[src/rtl/ula_controlador.sv]
// Sequencing controller for the 8-bit ALU: latches a request, waits the op latency
// (one cycle or the mult/div latency), then registers the result and status flags.
module ula_controlador #(
    parameter int LAT_MULT = 8,
    parameter int LAT_DIV  = 8
) (
    input  logic       clk,
    input  logic       rst,
    input  logic       inicio,
    input  logic [7:0] op_a,
    input  logic [7:0] op_b,
    input  logic [2:0] op_sel,
    output logic [7:0] ula_a,
    output logic [7:0] ula_b,
    output logic [2:0] ula_sel,
    output logic       seq_inicio,
    input  logic [7:0] ula_resultado,
    output logic       ocupado,
    output logic       pronto,
    output logic [7:0] resultado,
    output logic       flag_zero,
    output logic       flag_neg,
    output logic       flag_div0
);

    localparam int LAT_MAX = (LAT_MULT > LAT_DIV) ? LAT_MULT : LAT_DIV;
    localparam int CW      = (LAT_MAX > 1) ? $clog2(LAT_MAX) : 1;

    localparam logic [2:0] OP_MULT = 3'd2;
    localparam logic [2:0] OP_DIV  = 3'd3;

    typedef enum logic {
        OCIOSO  = 1'b0,
        EXECUTA = 1'b1
    } estado_t;

    estado_t     state_q, state_d;
    logic [CW-1:0] cnt_q, cnt_d;
    logic [7:0]  ula_a_q, ula_a_d;
    logic [7:0]  ula_b_q, ula_b_d;
    logic [2:0]  ula_sel_q, ula_sel_d;
    logic        div0_pend_q, div0_pend_d;
    logic        seq_inicio_q, seq_inicio_d;
    logic        pronto_q, pronto_d;
    logic [7:0]  resultado_q, resultado_d;
    logic        flag_zero_q, flag_zero_d;
    logic        flag_neg_q, flag_neg_d;
    logic        flag_div0_q, flag_div0_d;
    logic [7:0]  cap_val;

    // A division by zero never starts the divider; its result is forced to all ones.
    assign cap_val = div0_pend_q ? 8'hFF : ula_resultado;

    always_comb begin
        state_d      = state_q;
        cnt_d        = cnt_q;
        ula_a_d      = ula_a_q;
        ula_b_d      = ula_b_q;
        ula_sel_d    = ula_sel_q;
        div0_pend_d  = div0_pend_q;
        seq_inicio_d = 1'b0;
        pronto_d     = 1'b0;
        resultado_d  = resultado_q;
        flag_zero_d  = flag_zero_q;
        flag_neg_d   = flag_neg_q;
        flag_div0_d  = flag_div0_q;

        case (state_q)
            OCIOSO: begin
                if (inicio) begin
                    ula_a_d     = op_a;
                    ula_b_d     = op_b;
                    ula_sel_d   = op_sel;
                    div0_pend_d = (op_sel == OP_DIV) && (op_b == 8'h00);
                    cnt_d       = '0;
                    state_d     = EXECUTA;
                    if (op_sel == OP_MULT) begin
                        cnt_d        = CW'(LAT_MULT - 1);
                        seq_inicio_d = 1'b1;
                    end else if ((op_sel == OP_DIV) && (op_b != 8'h00)) begin
                        cnt_d        = CW'(LAT_DIV - 1);
                        seq_inicio_d = 1'b1;
                    end
                end
            end
            EXECUTA: begin
                if (cnt_q != '0) begin
                    cnt_d = cnt_q - CW'(1);
                end else begin
                    resultado_d = cap_val;
                    flag_zero_d = (cap_val == 8'h00);
                    flag_neg_d  = cap_val[7];
                    flag_div0_d = div0_pend_q;
                    pronto_d    = 1'b1;
                    state_d     = OCIOSO;
                end
            end
            default: state_d = OCIOSO;
        endcase
    end

    always_ff @(posedge clk or posedge rst) begin
        if (rst) begin
            state_q      <= OCIOSO;
            cnt_q        <= '0;
            ula_a_q      <= 8'h00;
            ula_b_q      <= 8'h00;
            ula_sel_q    <= 3'd0;
            div0_pend_q  <= 1'b0;
            seq_inicio_q <= 1'b0;
            pronto_q     <= 1'b0;
            resultado_q  <= 8'h00;
            flag_zero_q  <= 1'b0;
            flag_neg_q   <= 1'b0;
            flag_div0_q  <= 1'b0;
        end else begin
            state_q      <= state_d;
            cnt_q        <= cnt_d;
            ula_a_q      <= ula_a_d;
            ula_b_q      <= ula_b_d;
            ula_sel_q    <= ula_sel_d;
            div0_pend_q  <= div0_pend_d;
            seq_inicio_q <= seq_inicio_d;
            pronto_q     <= pronto_d;
            resultado_q  <= resultado_d;
            flag_zero_q  <= flag_zero_d;
            flag_neg_q   <= flag_neg_d;
            flag_div0_q  <= flag_div0_d;
        end
    end

    assign ula_a      = ula_a_q;
    assign ula_b      = ula_b_q;
    assign ula_sel    = ula_sel_q;
    assign seq_inicio = seq_inicio_q;
    assign ocupado    = (state_q == EXECUTA);
    assign pronto     = pronto_q;
    assign resultado  = resultado_q;
    assign flag_zero  = flag_zero_q;
    assign flag_neg   = flag_neg_q;
    assign flag_div0  = flag_div0_q;

endmodule

[config.mk]
export PLATFORM = sky130hd
export DESIGN_NAME = ula_controlador
export DESIGN_NICKNAME = d
export VERILOG_FILES = /design/src/rtl/ula_controlador.sv
export SDC_FILE = /design/constraint.sdc
export NUM_CORES = 1
export LEC_CHECK = 0
export CORE_ASPECT_RATIO = 0.9
export CORE_MARGIN = 4
export CORE_UTILIZATION = 42
export DETAILED_ROUTE_END_ITERATION = 8
export MAX_ROUTING_LAYER = met4
export PLACE_DENSITY_LB_ADDON = 0.3
export SLEW_MARGIN = 5
export SYNTH_ARGS = -nofsm -noshare
export SYNTH_HDL_FRONTEND = slang
export SYNTH_SLANG_ARGS = --single-unit
export TNS_END_PERCENT = 30
[constraint.sdc]
create_clock -name clk -period 1.8 [get_ports clk]
set_input_delay 0.27 -clock clk [delete_from_list [all_inputs] [get_ports clk]]
set_output_delay 0.27 -clock clk [all_outputs]
set_load 0.01 [all_outputs]
==> impl_metrics.env <==
export IMPL_yosysMostFrequentCell="dfrtp_1"
export IMPL_endpoint_kind="output port"
export IMPL_hp_class="in -> async"
export IMPL_syn2layout_area_growth_pct=52.0
export IMPL_ant_nets=0
export IMPL_clk_latency_ps=280
export IMPL_min_period_over_period_pct=92.6
export IMPL_ctsHoldBuffers=0
export IMPL_start_util_pct=43.8
export IMPL_ir_drop_mv=0.929
export IMPL_ys_flop_type="dfrtp_1"
export IMPL_synthTopCellsByArea="dfrtp_1 61%, mux2_2 14%, o21ai_0 3.7%"
export IMPL_yosysUniqueCellTypes=26
export IMPL_finalMaxSlewViolations=0
export IMPL_viasPerCell=4.91
export IMPL_numPortBuffers=62
export IMPL_cts_resized_gates=0
export IMPL_synthTopCellsByCount="36 x dfrtp_1, 18 x mux2_2, 11 x o21ai_0"
export IMPL_postSynthAreaPerCell_um2=12.5
export IMPL_synth_top_cell_area_share_pct=60.9
export IMPL_cts_made_buffers=5
export IMPL_grt_max_degree=37
export IMPL_yosysWarnings=0
export IMPL_dr_pass1_iters=2
export IMPL_grt_overflow_total=0
export IMPL_row_count=20
export IMPL_synth_enable_flop_cells=0
export IMPL_synth_seq_cells=36
export IMPL_clkSinkCount=36
export IMPL_clkSlewWorstSetupHoldPaths_ps=60
export IMPL_synthCells=118
export IMPL_worst_pin_slew_ps=432
export IMPL_drt_initial_drc_count=24
export IMPL_grt_usage_pct=15.8
export IMPL_root_buffer="clkbuf_8"
export IMPL_path_cells="clkdlybuf4s50_1"
export IMPL_syn_num_nets=150
export IMPL_wl_per_cell_um=13.9
export IMPL_critPathTopFamily="buffers and inverters"
export IMPL_fmax_ghz=0.600
export IMPL_boundaryPins=63
export IMPL_whs_ps=382
export IMPL_clk_path_buf_depth=2
export IMPL_hold_violations=0
export IMPL_hpwlAfterDp_mm=2.44
export IMPL_arrival_ps=1400
export IMPL_yosysTopAreaCell="dfrtp_1"
export IMPL_ys_seq_area_share_pct=60.9
export IMPL_path_class="reg -> out"
export IMPL_outcome="completed"
export IMPL_post_cts_buffers=0
export IMPL_crit_fanout=9
export IMPL_dieWidth_um=70.6
export IMPL_drc_errors=0
export IMPL_synth_area_mm2=0.00148
export IMPL_multi_input_area_um2=529
export IMPL_routed_wl_mm=3.19
export IMPL_synthArstFlopShare_pct=100
export IMPL_fin_nets=217
export IMPL_clock_skew_ps=1.40
export IMPL_cpMaxStageDelayCell="clkdlybuf4s50_1"
export IMPL_power_leakage_nw=0.972
export IMPL_grt_pass1_wl_mm=5.47
export IMPL_dieArea_mm2=0.00454
export IMPL_die_h_um=64.3
export IMPL_drv_cap=0
export IMPL_rrSetupSlack_ps=400
export IMPL_seq_area_um2=901
export IMPL_diodes=0
export IMPL_post_route_util_pct=66.6
export IMPL_fillers=272
export IMPL_critPathMaxStageDelay_ps=620
export IMPL_rsz0062_at_grt="false"
export IMPL_worstSetupStartpointType="register"
export IMPL_htree_levels=2
export IMPL_antenna_found_initial=0
export IMPL_required_ps=1530
export IMPL_fin_crit_ps=1670
export IMPL_maxSlewHeadroom_pct=71.2
export IMPL_p_per_area_mw_per_mm2=1630
export IMPL_setup_viol=0
export IMPL_vias=1129
export IMPL_core_area_mm2=0.00338
export IMPL_place_congestion=0.820
export IMPL_cts_tree="yes"
export IMPL_grt_pass1_vias=1205
export IMPL_tns_ps=0
export IMPL_crit_buf_inv=1
export IMPL_drive_gt1_share_pct=17.2
export IMPL_totalPowerFinal_w=0.00367
[cell families after synthesis]
logic type	share of synthesized area, %
AO/OA/AOI/OAI	6.85
adder cells (fa/ha/maj)	1.69
buffers and inverters	3.47
flip-flops	60.9
multiplexers	15.1
AND/OR/NAND/NOR	11.9
[placed cells by master (no fill, tap or decap)]
cell	n
nor2b_2	1
clkdlybuf4s50_1	62
nor4_4	1
a211o_2	1
nand3_1	2
mux2_2	18
nor3b_1	1
nand3b_1	1
and3_1	1
ha_1	2
o21ai_0	11
a211o_1	2
inv_1	6
dfrtp_1	36
nand2_1	10
nor2b_1	2
nor2_1	8
nor4_1	1
nand4bb_1	1
clkbuf_8	6
nor3_1	2
a31oi_2	1
nor4bb_1	1
mux2_1	1
o22ai_1	1
clkbuf_1	2
buf_4	4
mux2i_1	1
[final cells by class]
class	instances	area share, %
inverter	6	1.00
tap	44	2.45
clock buffer	8	4.01
sequential	36	40.1
timing repair buffer	66	28.9
multi-input combinational	70	23.5
[state kept, by name, indices dropped and copies added, names as in the netlist]
register,flops
ula_a,8
seq_inicio,1
flag_div0,1
cnt_q,3
ula_b,8
div0_pend_q,1
ocupado,1
ula_sel,3
pronto,1
flag_zero,1
resultado,8
[worst paths after layout]
kind / start / to / cells past startpoint
setup / recovery: ocupado / ocupado / 1
hold / removal: rst / pronto / 3
setup reg to reg: cnt_q[0] / cnt_q[0] / 5
hold reg to reg: flag_zero / flag_zero / 2
max in group asynchronous: rst / ula_sel[2] / 3
min in group clk: flag_zero / flag_zero / 2
[worst min-delay path, cell delays in order]
cell	delay [ps]
clkdlybuf4s50_1	390
inv_1	50
buf_4	380
[power by group]
group / switching, W / internal (W)
clock network: 0.000255 / 0.000312
registers: 0.000225 / 0.00119
logic: 0.000661 / 0.00103
[stage by stage]
step                instances  setup slack, ps  area (µm²)
detailed placement        222              123        2160
finish                    230              133        2250
global route              230             82.2        2250
CTS                       230              121        2250
floorplan                 118              523        1480
global placement          222              149        2160
[layer usage]
metal	vias up	track usage (%)	wire length, µm
li1	537	-	-
met1	543	19.2	1390
met2	44	24.3	1490
met3	5	6.60	263
met4	0	4.93	45
met5	-	-	0
(Power assumes the default switching activity.)
